`src/rtl/spi_seq_pkg.sv`:
```
// Shared constants for the SPI command sequencer: FSM encoding, status word
// layout and the SPI engine status fields it consumes.
package spi_seq_pkg;

    localparam logic [2:0] S_IDLE      = 3'd0;
    localparam logic [2:0] S_ISSUE     = 3'd1;
    localparam logic [2:0] S_WAIT_BUSY = 3'd2;
    localparam logic [2:0] S_WAIT_DONE = 3'd3;
    localparam logic [2:0] S_GAP       = 3'd4;

    localparam int SEQ_BUSY_BIT     = 31;
    localparam int RB_COUNT_LSB     = 16;
    localparam int CMD_COUNT_LSB    = 8;
    localparam int TIMEOUT_ERR_BIT  = 2;
    localparam int RB_OVERFLOW_BIT  = 1;
    localparam int CMD_OVERFLOW_BIT = 0;

    localparam int SPI_BUSY_BIT = 31;
    localparam int SPI_RB_WIDTH = 24;

endpackage

```
`src/rtl/spi_seq_fifo.sv`:
```
// Synchronous FIFO with a combinational head read; pushes when full and pops
// when empty are ignored, and fullness uses the count from before the edge.
module spi_seq_fifo #(
    parameter int WIDTH = 32,
    parameter int DEPTH = 16
) (
    input  logic                     clk,
    input  logic                     rst,
    input  logic                     push,
    input  logic [WIDTH-1:0]         wdata,
    input  logic                     pop,
    output logic [WIDTH-1:0]         head,
    output logic [$clog2(DEPTH):0]   count,
    output logic                     full,
    output logic                     empty
);

    localparam int AW = $clog2(DEPTH);
    localparam int CW = AW + 1;

    logic [WIDTH-1:0] mem [DEPTH];
    logic [AW-1:0]    wr_ptr;
    logic [AW-1:0]    rd_ptr;
    logic             do_push;
    logic             do_pop;

    assign full    = (count == CW'(DEPTH));
    assign empty   = (count == '0);
    assign do_push = push && !full;
    assign do_pop  = pop && !empty;
    assign head    = empty ? '0 : mem[rd_ptr];

    always_ff @(posedge clk) begin
        if (do_push) begin
            mem[wr_ptr] <= wdata;
        end
    end

    // DEPTH is a power of two, so the pointers wrap on their own.
    always_ff @(posedge clk or posedge rst) begin
        if (rst) begin
            wr_ptr <= '0;
            rd_ptr <= '0;
            count  <= '0;
        end else begin
            if (do_push) begin
                wr_ptr <= wr_ptr + AW'(1);
            end
            if (do_pop) begin
                rd_ptr <= rd_ptr + AW'(1);
            end
            count <= count + CW'(do_push) - CW'(do_pop);
        end
    end

endmodule

```
`src/rtl/spi_command_sequencer.sv`:
```
// Feeds queued 32-bit command words to the SPI engine one at a time, waits for
// each transfer and collects the 24-bit readbacks into a second FIFO.
module spi_command_sequencer
    import spi_seq_pkg::*;
#(
    parameter int DEPTH        = 16,
    parameter int GAP_CYCLES   = 8,
    parameter int BUSY_TIMEOUT = 4
) (
    input  logic                    clk,
    input  logic                    rst,
    input  logic                    enable,
    input  logic                    cmdWrite,
    input  logic [31:0]             cmdData,
    input  logic                    rbRead,
    output logic [SPI_RB_WIDTH-1:0] rbData,
    input  logic                    clearErrors,
    output logic [31:0]             seqStatus,
    output logic                    spiStrobe,
    output logic [31:0]             spiCommand,
    input  logic [31:0]             spiStatus
);

    localparam int CW = $clog2(DEPTH) + 1;

    logic [2:0]              state;
    logic [31:0]             timer;
    logic [31:0]             cmd_head;
    logic [CW-1:0]           cmd_count;
    logic [CW-1:0]           rb_count;
    logic                    cmd_full;
    logic                    cmd_empty;
    logic                    rb_full;
    logic                    rb_empty_unused;
    logic                    rb_push;
    logic [SPI_RB_WIDTH-1:0] rb_wdata;
    logic                    cmd_overflow;
    logic                    rb_overflow;
    logic                    timeout_err;
    logic                    engine_busy;
    logic                    start_issue;
    logic                    timeout_hit;
    logic                    unused_status_bits;

    assign engine_busy        = spiStatus[SPI_BUSY_BIT];
    assign unused_status_bits = ^spiStatus[SPI_BUSY_BIT-1:SPI_RB_WIDTH];
    assign start_issue        = (state == S_IDLE) && enable && !cmd_empty && !engine_busy;
    assign timeout_hit        = (state == S_WAIT_BUSY) && !engine_busy
                                && (timer == 32'(BUSY_TIMEOUT - 1));

    spi_seq_fifo #(.WIDTH(32), .DEPTH(DEPTH)) cmd_fifo (
        .clk   (clk),
        .rst   (rst),
        .push  (cmdWrite),
        .wdata (cmdData),
        .pop   (start_issue),
        .head  (cmd_head),
        .count (cmd_count),
        .full  (cmd_full),
        .empty (cmd_empty)
    );

    spi_seq_fifo #(.WIDTH(SPI_RB_WIDTH), .DEPTH(DEPTH)) rb_fifo (
        .clk   (clk),
        .rst   (rst),
        .push  (rb_push),
        .wdata (rb_wdata),
        .pop   (rbRead),
        .head  (rbData),
        .count (rb_count),
        .full  (rb_full),
        .empty (rb_empty_unused)
    );

    // The readback push is registered: it lands the cycle after busy is seen low.
    always_ff @(posedge clk or posedge rst) begin
        if (rst) begin
            state      <= S_IDLE;
            timer      <= '0;
            spiStrobe  <= 1'b0;
            spiCommand <= '0;
            rb_push    <= 1'b0;
            rb_wdata   <= '0;
        end else begin
            spiStrobe <= start_issue;
            rb_push   <= 1'b0;
            case (state)
                S_IDLE: begin
                    if (start_issue) begin
                        spiCommand <= cmd_head;
                        state      <= S_ISSUE;
                    end
                end
                S_ISSUE: begin
                    timer <= '0;
                    state <= S_WAIT_BUSY;
                end
                S_WAIT_BUSY: begin
                    if (engine_busy) begin
                        state <= S_WAIT_DONE;
                    end else if (timeout_hit) begin
                        timer <= '0;
                        state <= (GAP_CYCLES == 0) ? S_IDLE : S_GAP;
                    end else begin
                        timer <= timer + 32'd1;
                    end
                end
                S_WAIT_DONE: begin
                    if (!engine_busy) begin
                        rb_push  <= 1'b1;
                        rb_wdata <= spiStatus[SPI_RB_WIDTH-1:0];
                        timer    <= '0;
                        state    <= (GAP_CYCLES == 0) ? S_IDLE : S_GAP;
                    end
                end
                S_GAP: begin
                    if (timer == 32'(GAP_CYCLES - 1)) begin
                        state <= S_IDLE;
                    end else begin
                        timer <= timer + 32'd1;
                    end
                end
                default: state <= S_IDLE;
            endcase
        end
    end

    // A flag event in the same cycle as clearErrors leaves the flag set.
    always_ff @(posedge clk or posedge rst) begin
        if (rst) begin
            cmd_overflow <= 1'b0;
            rb_overflow  <= 1'b0;
            timeout_err  <= 1'b0;
        end else begin
            cmd_overflow <= (cmdWrite && cmd_full) ? 1'b1 : (clearErrors ? 1'b0 : cmd_overflow);
            rb_overflow  <= (rb_push && rb_full)   ? 1'b1 : (clearErrors ? 1'b0 : rb_overflow);
            timeout_err  <= timeout_hit            ? 1'b1 : (clearErrors ? 1'b0 : timeout_err);
        end
    end

    always_comb begin
        seqStatus                           = '0;
        seqStatus[SEQ_BUSY_BIT]             = (state != S_IDLE) || !cmd_empty;
        seqStatus[RB_COUNT_LSB +: 8]        = 8'(rb_count);
        seqStatus[CMD_COUNT_LSB +: 8]       = 8'(cmd_count);
        seqStatus[TIMEOUT_ERR_BIT]          = timeout_err;
        seqStatus[RB_OVERFLOW_BIT]          = rb_overflow;
        seqStatus[CMD_OVERFLOW_BIT]         = cmd_overflow;
    end

endmodule

```
`config.mk`:
```
export PLATFORM = sky130hd
export DESIGN_NAME = spi_command_sequencer
export DESIGN_NICKNAME = d
export VERILOG_FILES = /design/src/rtl/spi_seq_pkg.sv /design/src/rtl/spi_seq_fifo.sv /design/src/rtl/spi_command_sequencer.sv
export SDC_FILE = /design/constraint.sdc
export NUM_CORES = 1
export LEC_CHECK = 0
export ABC_AREA = 0
export BUFFER_PORTS_ARGS = -buffer_cell sky130_fd_sc_hd__buf_2
export CORE_ASPECT_RATIO = 0.7
export CORE_MARGIN = 2
export CORE_UTILIZATION = 28
export CTS_BUF_LIST = sky130_fd_sc_hd__clkbuf_4 sky130_fd_sc_hd__clkbuf_8
export DETAILED_ROUTE_END_ITERATION = 8
export HOLD_SLACK_MARGIN = 0.06
export PLACE_DENSITY = 0.54
export SLEW_MARGIN = 20
export SYNTH_ARGS = -nofsm -noshare
export SYNTH_HDL_FRONTEND = slang
export SYNTH_SLANG_ARGS = --single-unit
```
`constraint.sdc`:
```
create_clock -name clk -period 7.9 [get_ports clk]
set_clock_uncertainty 0.2 [all_clocks]
set_input_delay 2.37 -clock clk [delete_from_list [all_inputs] [get_ports clk]]
set_output_delay 2.37 -clock clk [all_outputs]
set_load 0.005 [all_outputs]
```
# Word-level counts from Yosys, hierarchy flattened
# Memories as Yosys holds them, arrays and structs flattened. A register that Yosys moved wholly into a read port is not among the register bits.
# Cells that the tools add are included.
# W data, S select, Z words.
totals:
  ff_bits: 90
  ram_bits: 896
  inputBits: 70
  output_inout_bits: 89
  elab_cells: 91
  memories: 2
op_classes:
  add_sub_neg: 9
  eq_ne: 14
  muxes: 22
  bitwise_logic: 1
  n_reduce_logical: 29
mem_list:
  columns: ["name", "words", "width", "read_ports", "rd_ports_with_merged_regs", "write_ports", "line_no", "text"]
  rows:
  - ["cmd_fifo.mem", 16, 32, 1, 1, 1, "spi_seq_fifo.sv:21", "logic [WIDTH-1:0] mem [DEPTH];"]
  - ["rb_fifo.mem", 16, 24, 1, 0, 1, "spi_seq_fifo.sv:21", null]
op_table:
  columns: ["cell", "n"]
  rows:
  - ["$mux W32", 4]
  - ["$pmux W32 S4", 1]
  - ["$add A32 B1 Y32 const B", 1]
  - ["$eq A32 B2 Y1 const B", 1]
  - ["$eq A32 B3 Y1 const B", 1]
  - ["$mux W24", 1]
  - ["$add A4 B1 Y4 const B", 4]
  - ["$mux W3", 5]
  - ["$pmux W3 S5", 1]
  - ["$logic_and A1 B1 Y1", 11]
  - ["$add A5 B1 Y5", 2]
  - ["$eq A5 B5 Y1 const B", 2]
  - ["$logic_not A5 Y1", 2]
  - ["$mux W1", 10]
  - ["$sub A5 B1 Y5", 2]
  - ["$ne A2 B2 Y1 const B", 4]
  - ["$reduce_and A4 Y1", 2]
  - ["$eq A3 B2 Y1 const B", 2]
  - ["$reduce_bool A2 Y1", 3]
  - ["$logic_not A1 Y1", 5]
  - ["$reduce_and A2 Y1", 2]
  - ["$reduce_bool A4 Y1", 1]
  - ["$eq A3 B1 Y1 const B", 1]
  - ["$eq A3 B3 Y1 const B", 1]
  - ["6 further kinds", 6]

# Logic depth before layout (Yosys ltp)
depth:
  ltp_word: 6
  ltp_mapped: 16

# Hierarchy
# A second synthesis with hierarchy kept.
unflattened:
  cells_unflattened: 2061
  hier_area_um2: 40252.4
modules_own_cells:
  columns: ["module", "instances", "cells_each", "area_per_inst_um2", "seq_area_each_um2"]
  rows:
  - ["spi_seq_fifo at cmd_fifo", 1, 906, 20290.7, 15700.1]
  - ["spi_seq_fifo at rb_fifo", 1, 703, 15511.1, 11856.4]
  - ["spi_command_sequencer", 1, 452, 4450.5, 2402.3]

# Worst setup path before layout
# No wires, ideal clock.
synth_timing:
  path_type: "input -> register"
  startpoint: "in cmdWrite"
  endpoint: "mem cmd_fifo.mem[7][0] (enable)"
  setup_time_ns: 0.461
  arrival_time_ns: 5.107
  required_time_ns: 7.239
  path_slack_ns: 2.132
  cell_stages: 4
  path_buffers: 1
  path_cell_list: "nor2b_1 > clkbuf_1 > nand2_1 > nor3_1"
synth_between:
  elab_chain_len: 3
synth_rtl:
  columns: ["item", "line_no", "text"]
  rows:
  - ["from (decl)", "spi_command_sequencer.sv:13", "input logic cmdWrite,"]
  - ["$logic_and A1 B1 Y1", "spi_seq_fifo.sv:29", "assign do_push = push && !full;"]
  - ["named net cmd_fifo.do_push", "spi_seq_fifo.sv:24", "logic do_push;"]
  - ["$mux W1", "spi_seq_fifo.sv:34", "if (do_push) begin"]
  - ["$mux W1 (not written as such)", "spi_seq_fifo.sv:35", "mem[wr_ptr] <= wdata;"]
  - ["to (decl)", "spi_seq_fifo.sv:21", null]
# The timed path passes the listed nets, and every way through them passes these cells.

# Worst setup path after layout
layout_timing:
  startpoint: "reg rb_fifo.rd_ptr[0]"
  endpoint: "out rbData[15]"
layout_between:
  elab_chain_len: 2
layout_rtl:
  columns: ["item", "line_no", "text"]
  rows:
  - ["from (decl)", "spi_seq_fifo.sv:23", "logic [AW-1:0] rd_ptr;"]
  - ["from (signal assigned)", "spi_seq_fifo.sv:50", "rd_ptr <= rd_ptr + AW'(1);"]
  - ["$mem_v2 Z16 W24", null, null]
  - ["$mux W24", "spi_seq_fifo.sv:31", "assign head = empty ? '0 : mem[rd_ptr];"]
  - ["to (decl)", "spi_command_sequencer.sv:16", "output logic [SPI_RB_WIDTH-1:0] rbData,"]
# Every way passes these cells.

==> results_dict.tcl <==
set metrics [dict create \
    outcome "finished clean" \
    synth_ff_type "edfxtp_1" \
    yosys.cell_count.top_type "edfxtp_1" \
    crit_required_ps 5330 \
    avgSynthCellArea_um2 20.36 \
    gp_congestion 0.7157 \
    hold_end "spiCommand[4]" \
    coreArea_mm2 0.1410 \
    critical_path_class "register to primary output" \
    crit_chain "buf_4, mux4_2, mux4_2, nor2b_1, buf_2" \
    ys_async_sr_fraction_pct 11.98 \
    max_freq_mhz 158.5 \
    grt_antenna_before_repair 14 \
    grt_start_max_net_pins 76 \
    crit_path_start "rb_fifo.rd_ptr[0]" \
    drv_slew 0 \
    ys_top_cells_by_area "edfxtp_1 67%, mux4_2 13%, dfrtp_1 7.6%" \
    grt_pass1_vias 20880 \
    hp-class "register to register" \
    worstReg2RegStart "rb_fifo.count[2]" \
    die_area_mm2 0.1457 \
    synth_edf_count 896 \
    top_level_ports 159 \
    setup_tns_ps 0 \
    place_area_mm2 0.04288 \
    synth_top_area_share_pct 67.37 \
    nets 2291 \
    min_from "spiCommand[4]" \
    clock-sinks 1018 \
    ys_warn_count 0 \
    holdPathStages 1 \
    initial_utilization_pct 28.32 \
    finalPower_mw 15.74 \
    synth_largest_area_cell "edfxtp_1" \
    synth.top_cells.by_count "896 x edfxtp_1, 226 x mux4_2, 122 x dfrtp_1" \
    rows 115 \
    layoutNonFillerInstCount 4202 \
    reg2reg_depth 7 \
    r2r-end "rb_fifo.mem[11][7]" \
    crit_path_frequent_cell "mux4_2" \
    min_period_ps 6308 \
    relSlewSlack_pct 28.15 \
    die_y_um 320.0 \
    netlist_instances 1962 \
    vias_per_cell 4.687 \
    irDropWorstVdd_mv 0.1943 \
    cp-start-kind "register" \
    critPathSlowestCell "dfrtp_4" \
    grtUsageTotal_pct 13.21 \
    rsz0062_at_grt "no" \
    post-route-period-util_pct 79.85 \
    yosys.cell_types.count 64 \
    drt_iter0_drc 1665 \
    whs_ps 270.8 \
    rrSetupSlack_ps 4130 \
    clk_pin_slew_ps 60 \
    wl_per_cell_um 22.99 \
    cts_resized 0 \
    vias 19694 \
    power_density_mw_per_mm2 341.1 \
    multi_input_area_mm2 0.009364 \
    worst_slew_pin_slew_ps 1078 \
    numCtsBuffers 156 \
    synth_seq_cells 1018 \
    worst-endpoint-arrival_ps 3740 \
    netlist_area_mm2 0.03994 \
    die_x_um 455.4 \
    clock_latency_ps 820 \
    leakage_nw 15.51 \
    drc 0 \
    synthToLayoutAreaGrowth_pct 15.55 \
    nFillCells 13400 \
    finalInstanceArea_mm2 0.04615 \
    grt_pass1_wl_um 141400 \
    postCtsSetupBuffers 0 \
    io_buffers 133 \
    postRouteWirelength_um 96610 \
    cp_slowest_stage_delay_ps 1050 \
    cts_tree "built" \
    drtPass1Iterations 7 \
    ys_seq_area_share_pct 75.01 \
    dpl.hpwl_um 52250 \
    seq_area_mm2 0.02998 \
    hold_viol_final 0 \
    crit_path_end_kind "primary output" \
    overflow 0 \
    clk_path_buf_depth 3 \
    finalSetupViolCount 0 \
    dp.cells 3910 \
    htree_levels 4 \
    cap_viol_max_count 0 \
    ant_nets 0 \
    drive_gt1_share_pct 32.76 \
    critPathMaxFanout 47 \
    hold_buffers 0 \
    cts_root_buffer "clkbuf_8" \
]
[critical path, delay by kind of cell (launching register included)]
family / cells / cell delay [ps]
buffers and inverters: 2 / 600
AND/OR/NAND/NOR: 1 / 150
multiplexers: 2 / 1060
flip-flops: 1 / 1050
[placed cells by master, fill, tap and decap left out, types with 16 or more instances in the layout]
cell	n
edfxtp_1	896
clkinv_2	25
mux2_2	25
o22ai_1	32
nor2b_1	28
ha_1	23
a21o_1	34
a21oi_1	36
clkinv_1	21
o221ai_1	23
conb_1	18
buf_2	133
a211oi_1	22
xnor2_1	16
mux2i_1	64
clkbuf_4	57
buf_4	46
mux4_2	226
o21ai_0	32
nand2_1	34
dfrtp_1	116
inv_1	33
clkbuf_8	170
[cell type report]
type	count	share of cell area (%)
multi-input combinational	801	20.29
timing repair buffer	183	2.326
sequential	1018	64.96
tap	1872	5.076
antenna	1	0.005423
inverter	36	0.3037
clock buffer	227	5.998
clock inverter	64	1.038
[power by group]
| group | leakage [nW] | switching (mW) | internal [mW] | total (mW) |
|---|---|---|---|---|
| clock network | 1.72 | 2.09 | 2.44 | 4.52 |
| logic | 4.14 | 1.88 | 1.91 | 3.79 |
| registers | 9.65 | 0.755 | 6.67 | 7.43 |
[layer usage]
layer / global-route usage (%) / vias to the layer above / share of wire [%]
li1: - / 8518 / -
met1: 17.00 / 10443 / 43
met2: 21.98 / 566 / 49
met3: 3.079 / 155 / 5.7
met4: 4.422 / 12 / 2.4
met5: 0 / - / 0.081
[cell families after synthesis]
family / Yosys count / synth area share (%)
flip-flops: 1018 / 75.01
AND/OR/NAND/NOR: 201 / 2.895
other: 1 / 0.009390
buffers and inverters: 160 / 2.046
XOR/XNOR: 21 / 0.4605
multiplexers: 315 / 15.05
AO/OA/AOI/OAI: 221 / 3.700
adder cells (fa/ha/maj): 25 / 0.8208
[worst max path at each step]
| stage | end | slack, ps |
|---|---|---|
| floorplan | cmd_fifo.count[0] | 2090 |
| global placement | rbData[16] | 2290 |
| detailed placement | rbData[16] | 2270 |
| CTS | rbData[16] | 1350 |
| global route | rbData[14] | 1270 |
| finish | rbData[15] | 1590 |
[flip-flops by register name (all words and copies together) (netlist names), 4 cells and up]
signal	flops
cmd_fifo.rd_ptr	4
spiCommand	32
rb_wdata	24
cmd_fifo.count	5
cmd_fifo.mem	512
rb_fifo.count	5
rb_fifo.wr_ptr	4
cmd_fifo.wr_ptr	4
rb_fifo.rd_ptr	4
rb_fifo.mem	384
timer	32
[stage by stage]
stage	utilization (%)	setup WS [ps]
after global placement	30.39	2290
final	32.72	1592
after global routing	32.72	1268
after detailed placement	30.41	2274
after floorplan	-	2087
after CTS	32.71	1354
No activity file was read; power rests on OpenSTA's default activity.
